### config.mk
export PLATFORM = sky130hd
export DESIGN_NAME = dram_read_arbiter
export DESIGN_NICKNAME = d
export VERILOG_FILES = /design/src/rtl/dram_arb_pkg.sv /design/src/rtl/rr_arbiter.sv /design/src/rtl/dram_read_arbiter.sv
export SDC_FILE = /design/constraint.sdc
export NUM_CORES = 1
export LEC_CHECK = 0
export CAP_MARGIN = 30
export CORE_MARGIN = 2
export CORE_UTILIZATION = 44
export DETAILED_ROUTE_END_ITERATION = 16
export GPL_ROUTABILITY_DRIVEN = 0
export PLACE_DENSITY = 0.77
export RECOVER_POWER = 50
export SYNTH_ARGS = -nofsm -noshare
export SYNTH_HDL_FRONTEND = slang
export SYNTH_SLANG_ARGS = --single-unit
### constraint.sdc
create_clock -name clk -period 2.4 [get_ports clk]
set_input_delay 0.24 -clock clk [delete_from_list [all_inputs] [get_ports clk]]
set_output_delay 0.24 -clock clk [all_outputs]
set_load 0.02 [all_outputs]
### src/rtl/dram_arb_pkg.sv
// dram_arb_pkg: FSM state encoding and default widths for dram_read_arbiter
package dram_arb_pkg;
  localparam logic [2:0] S_IDLE  = 3'd0;
  localparam logic [2:0] S_ISSUE = 3'd1;
  localparam logic [2:0] S_XFER  = 3'd2;
  localparam logic [2:0] S_DONE  = 3'd3;
  localparam logic [2:0] S_ZACK  = 3'd4;
  localparam int DEF_NUM_REQ = 2;
  localparam int DEF_NUM_W   = 32;
  localparam int DEF_ADDR_W  = 32;
  localparam int DEF_DATA_W  = 32;
endpackage

### src/rtl/rr_arbiter.sv
// rr_arbiter: combinational round-robin picker, first set request at or above rr_ptr (with wrap)
//   req         in  N    request vector
//   rr_ptr      in  IW   highest-priority index
//   grant_valid out 1    any request set
//   grant_idx   out IW   winning index
module rr_arbiter #(
  parameter int N = 2,
  localparam int IW = $clog2(N)
) (
  input  logic [N-1:0]  req,
  input  logic [IW-1:0] rr_ptr,
  output logic          grant_valid,
  output logic [IW-1:0] grant_idx
);
  logic [2*N-1:0] dbl;
  logic [N-1:0]   rot;
  always_comb begin
    dbl = {req, req} >> rr_ptr;
    rot = dbl[N-1:0];
    grant_valid = |req;
    grant_idx = '0;
    // Walk downward so the lowest rotated position (closest to rr_ptr) wins.
    for (int k = N - 1; k >= 0; k--)
      if (rot[k]) grant_idx = IW'((int'(rr_ptr) + k) % N);
  end
endmodule

### src/rtl/dram_read_arbiter.sv
// dram_read_arbiter: round-robin sharing of one DRAM burst-read engine between NUM_REQ readers
//   req_kick/req_num/req_addr  in   per-requester burst request (slice i = requester i)
//   req_busy/req_we            out  per-requester busy and return strobe (owner only)
//   req_dout                   out  return data, broadcast, valid with req_we
//   dram_kick/num/addr         out  engine request, latched at grant
//   dram_busy/dout/we          in   engine status and return words
//   owner                      out  current or last grant index
//   err_overrun                out  sticky, stray or excess dram_we
module dram_read_arbiter
  import dram_arb_pkg::*;
#(
  parameter int NUM_REQ = DEF_NUM_REQ,
  parameter int NUM_W   = DEF_NUM_W,
  parameter int ADDR_W  = DEF_ADDR_W,
  parameter int DATA_W  = DEF_DATA_W
) (
  input  logic                      clk,
  input  logic                      rst_n,
  input  logic [NUM_REQ-1:0]        req_kick,
  input  logic [NUM_REQ*NUM_W-1:0]  req_num,
  input  logic [NUM_REQ*ADDR_W-1:0] req_addr,
  output logic [NUM_REQ-1:0]        req_busy,
  output logic [NUM_REQ-1:0]        req_we,
  output logic [DATA_W-1:0]         req_dout,
  output logic                      dram_kick,
  output logic [NUM_W-1:0]          dram_num,
  output logic [ADDR_W-1:0]         dram_addr,
  input  logic                      dram_busy,
  input  logic [DATA_W-1:0]         dram_dout,
  input  logic                      dram_we,
  output logic [$clog2(NUM_REQ)-1:0] owner,
  output logic                      err_overrun
);
  localparam int IW = $clog2(NUM_REQ);
  localparam logic [NUM_REQ-1:0] ONE = NUM_REQ'(1);
  logic [2:0]         state_q, state_d;
  logic [IW-1:0]      owner_q, owner_d, rr_q, rr_d, gidx;
  logic               gvalid;
  logic [NUM_W-1:0]   num_q, num_d, cnt_q, cnt_d, gnum;
  logic [ADDR_W-1:0]  addr_q, addr_d, gaddr;
  logic               kick_q, kick_d, err_q, err_d, accept;
  logic [NUM_REQ-1:0] busy_q, busy_d, we_q, we_d;
  logic [DATA_W-1:0]  dout_q, dout_d;
  rr_arbiter #(.N(NUM_REQ)) u_rr (
    .req         (req_kick),
    .rr_ptr      (rr_q),
    .grant_valid (gvalid),
    .grant_idx   (gidx)
  );
  assign gnum  = req_num[int'(gidx)*NUM_W +: NUM_W];
  assign gaddr = req_addr[int'(gidx)*ADDR_W +: ADDR_W];
  // A return word is only legal while transferring and before the burst is full.
  assign accept = state_q == S_XFER && cnt_q != num_q;
  always_comb begin
    state_d = state_q;
    owner_d = owner_q;
    rr_d    = rr_q;
    num_d   = num_q;
    addr_d  = addr_q;
    cnt_d   = cnt_q;
    kick_d  = kick_q;
    busy_d  = busy_q;
    we_d    = '0;
    dout_d  = dout_q;
    err_d   = err_q | (dram_we & ~accept);
    case (state_q)
      S_IDLE: if (gvalid && !dram_busy) begin
        owner_d = gidx;
        num_d   = gnum;
        addr_d  = gaddr;
        cnt_d   = '0;
        state_d = gnum == '0 ? S_ZACK : S_ISSUE;
        kick_d  = gnum != '0;
        busy_d  = gnum == '0 ? ONE << gidx : '0;
      end
      S_ISSUE: if (dram_busy) begin
        state_d = S_XFER;
        kick_d  = 1'b0;
        busy_d  = ONE << owner_q;
      end
      S_XFER: begin
        if (dram_we && accept) begin
          cnt_d  = cnt_q + 1'b1;
          we_d   = ONE << owner_q;
          dout_d = dram_dout;
        end
        // Uses the registered count, so a final word arriving with busy falling exits next cycle.
        if (!dram_busy && cnt_q == num_q) begin
          state_d = S_DONE;
          busy_d  = '0;
        end
      end
      S_DONE: begin
        rr_d    = owner_q == IW'(NUM_REQ - 1) ? '0 : owner_q + 1'b1;
        state_d = S_IDLE;
      end
      S_ZACK: begin
        busy_d  = '0;
        state_d = S_DONE;
      end
      default: state_d = S_IDLE;
    endcase
  end
  always_ff @(posedge clk or negedge rst_n)
    if (!rst_n) begin
      state_q <= S_IDLE;
      owner_q <= '0;
      rr_q    <= '0;
      num_q   <= '0;
      addr_q  <= '0;
      cnt_q   <= '0;
      kick_q  <= 1'b0;
      busy_q  <= '0;
      we_q    <= '0;
      dout_q  <= '0;
      err_q   <= 1'b0;
    end else begin
      state_q <= state_d;
      owner_q <= owner_d;
      rr_q    <= rr_d;
      num_q   <= num_d;
      addr_q  <= addr_d;
      cnt_q   <= cnt_d;
      kick_q  <= kick_d;
      busy_q  <= busy_d;
      we_q    <= we_d;
      dout_q  <= dout_d;
      err_q   <= err_d;
    end
  assign req_busy    = busy_q;
  assign req_we      = we_q;
  assign req_dout    = dout_q;
  assign dram_kick   = kick_q;
  assign dram_num    = num_q;
  assign dram_addr   = addr_q;
  assign owner       = owner_q;
  assign err_overrun = err_q;
endmodule

==> results.py <==
metrics = {
    "placement": {
        "port_buffers": 268,
        "dp_hpwl_um": 17100,
        "postPlaceCellArea_mm2": 0.0100,
    },
    "status": {
        "run_status": "finished, violations left",
        "violations": "max-capacitance violations, max-slew violations",
    },
    "synth": {
        "seq_area_frac_synth": 0.501,
        "synth_flop_cell": "dfrtp_1",
        "synth_top_area_share": 0.501,
        "synth_edf_count": 0,
        "ys_types": 49,
        "yosys_warnings": 0,
        "syn-num-nets": 916,
        "synthTopCellsByArea": "dfrtp_1, nand2_1, a31oi_1",
        "ys_ff_latch": 139,
        "async_flop_share": 1.00,
        "syn-instance-count": 749,
        "synth_area_mm2": 0.00695,
        "synth_top_cell_by_area": "dfrtp_1",
        "syn_avg_cell_area_um2": 9.27,
    },
    "cells_and_area": {
        "mostFrequentLayoutCell": "clkdlybuf4s50_1",
        "layout_common_cells": "clkdlybuf4s50_1, nand2_1, dfrtp_1, nor2_1, a31oi_1",
        "diodes": 0,
        "stdcell_area_mm2": 0.0107,
        "area_growth_pct": 53.7,
        "drive_gt1_frac": 0.110,
        "final_nets": 1188,
        "fillers": 1192,
    },
    "floorplan": {
        "die_w_um": 130,
        "start_util": 0.454,
        "design.die.area_mm2": 0.0168,
        "core_region_area_mm2": 0.0153,
        "num_rows": 45,
        "ios": 269,
        "fp.dieH_um": 130,
    },
    "worst_setup_path": {
        "crit_type": "flop to flop",
        "cp.required_ns": 2.76,
        "r2r_slack_ns": 0.11,
        "cp-start-kind": "flop",
        "cp.arrival_ns": 2.65,
        "crit_start": "cnt_q[23]$_DFFE_PN0P_",
        "rr_startpoint": "cnt_q[23]$_DFFE_PN0P_",
        "endpoint_kind": "flop",
        "worstPathMaxFanout": 33,
    },
    "clock_network": {
        "clock_latency_ns": 0.43,
        "cts_buffer_depth": 2,
        "cts_tree": "done",
        "cts_sinks": 139,
        "clkSlewWorstSetupHoldPaths_ns": 0.06,
        "cts_buffers": 17,
        "root_buffer": "clkbuf_16",
        "htreeDepth": 4,
    },
    "power_and_ir_drop": {
        "seq_power_share": 0.324,
        "clkPwrFrac": 0.242,
        "switching_share": 0.371,
        "intPower_uw": 7550,
        "power.switching_uw": 4460,
        "combPwrFrac": 0.435,
        "irDropWorstVdd_mv": 0.617,
        "p_leak_uw": 0.00446,
        "p_per_area_mw_per_mm2": 1130,
    },
    "worst_hold_path": {
        "min_from": "req_addr[47]",
        "hp-class": "primary input to flop",
    },
    "detailed_routing": {
        "vias": 6824,
        "vias_per_cell": 5.48,
        "drtIter0Drc": 398,
        "dr.pass1.iters": 5,
        "wl_per_cell_um": 18.3,
        "drc": 0,
        "ant_nets": 0,
        "wl_um": 22800,
    },
    "global_routing": {
        "grt_pass1_vias": 6536,
        "grt_antenna_before_repair": 0,
        "grt_first_pass_wirelength_um": 35400,
        "grt_max_degree": 68,
        "track_usage": 0.277,
        "gr-total-overflow": 0,
    },
    "job": {
        "drv_cap": 1,
    },
    "timing": {
        "fin_crit_ns": 2.29,
        "fin_worst_skew_ns": 0.00723,
        "max_freq_ghz": 0.436,
        "final.period_utilization": 0.955,
        "fin_tns_setup_ns": 0,
        "slew_headroom": -0.0505,
        "slew_viol_final": 58,
        "tightestPinTransition_ns": 1.58,
        "rsz0062_at_grt": "no",
        "setup_violations": 0,
        "hold_violations": 0,
    },
}
==> layer usage <==
layer  wire length, um  up-vias  global-route usage
li1                  -     3221                   -
met1              8730     3221               0.337
met2             11300      316               0.454
met3              1980       66              0.0875
met4               835        0               0.124
met5                 0        -                   0
==> flip-flops by register name (all words and copies together), names as in the netlist <==
register,flops
cnt_q,32
dram_addr,32
dram_num,32
req_dout,32
state_q,3
req_busy,2
req_we,2
dram_kick,1
err_overrun,1
owner,1
rr_q,1
==> stage by stage <==
stage / instances / power, uW / worst slack, ns / hold WS [ns] / util
after global placement: 1209 / 9180 / 0.0345 / 0.258 / 0.653
after CTS: 1242 / 12200 / 0.0795 / 0.353 / 0.696
final: 1245 / 12000 / 0.109 / 0.366 / 0.697
after floorplan: 749 / 6410 / 0.240 / -0.0556 / -
after global routing: 1245 / 12600 / 0.0162 / 0.364 / 0.697
after detailed placement: 1209 / 9290 / 0.0198 / 0.262 / 0.653
==> worst max-delay path: stages, from the launching register on <==
cell and delay (ns):
dfrtp_1 0.44, xor2_1 0.29, nor4_1 0.08, nand4_1 0.11
o211ai_1 0.09, buf_4 0.16, buf_4 0.13, buf_6 0.17
or4b_2 0.67, nand2_1 0.08
==> path summary, 6_finish.rpt <==
path                                                  end  depth (start not counted)
worst min-delay path            dram_addr[15]$_DFFE_PN0P_                          3
worst max register to register      cnt_q[16]$_DFFE_PN0P_                          9
worst max-delay path                cnt_q[16]$_DFFE_PN0P_                          9
min in group asynchronous        req_dout[26]$_DFFE_PN0P_                          2
worst min register to register    req_busy[0]$_DFFE_PN0P_                          1
max in group asynchronous           cnt_q[27]$_DFFE_PN0P_                          3
==> synthesized netlist by cell type, types with 3 or more instances <==
library cell  count
xor2_1           32
buf_4             6
nand4_1          11
mux2_2           32
and3_1            6
o21ai_0          12
a21oi_1          21
or4_1            18
nand2b_1          3
and2_1            3
inv_1             7
clkbuf_1         35
nand2_1         157
o211ai_1          8
buf_2             8
nor4_1           24
nor2_1           75
o31ai_1          19
nor3_1            5
buf_6             3
or3_1             9
nand3_1          17
and4_1            4
a31oi_1          65
dfrtp_1         139
==> repair_timing <==
item / CTS / global route
setup endpoints to repair: 0 / 46
buffers inserted: 0 / 2
gates resized for setup: 0 / 3
endpoints found under the hold margin: 56 / 0
hold buffers: 1 / 0
==> kinds of logic after synthesis <==
group,share of synthesized area
buffers and inverters,0.0403
and+or+nand+nor,0.234
xor gates and xnor gates,0.0416
DFF,0.501
AOI/OAI and AO/OA,0.124
muxes,0.0580
adders and majority gates,0.00180
==> area by class of cell <==
cell class | count | area [um^2] | area share
Sequential cell | 139 | 3480 | 0.326
Multi-Input combinational cell | 550 | 3200 | 0.300
Timing Repair Buffer | 306 | 3050 | 0.286
Clock buffer | 18 | 429 | 0.0402
Tap cell | 211 | 264 | 0.0247
Clock inverter | 14 | 220 | 0.0206
Inverter | 7 | 26.3 | 0.00246
==> power by group through the flow <==
| stage | logic, uW | registers (uW) | clock network [uW] |
|---|---|---|---|
| floorplan | 1580 | 4830 | 0 |
| global placement | 5290 | 3890 | 0 |
| detailed placement | 5350 | 3940 | 0 |
| CTS | 5380 | 3900 | 2930 |
| global route | 5580 | 3990 | 3030 |
| finish | 5220 | 3890 | 2910 |
Note: power is estimated with default switching activity, not from simulation.
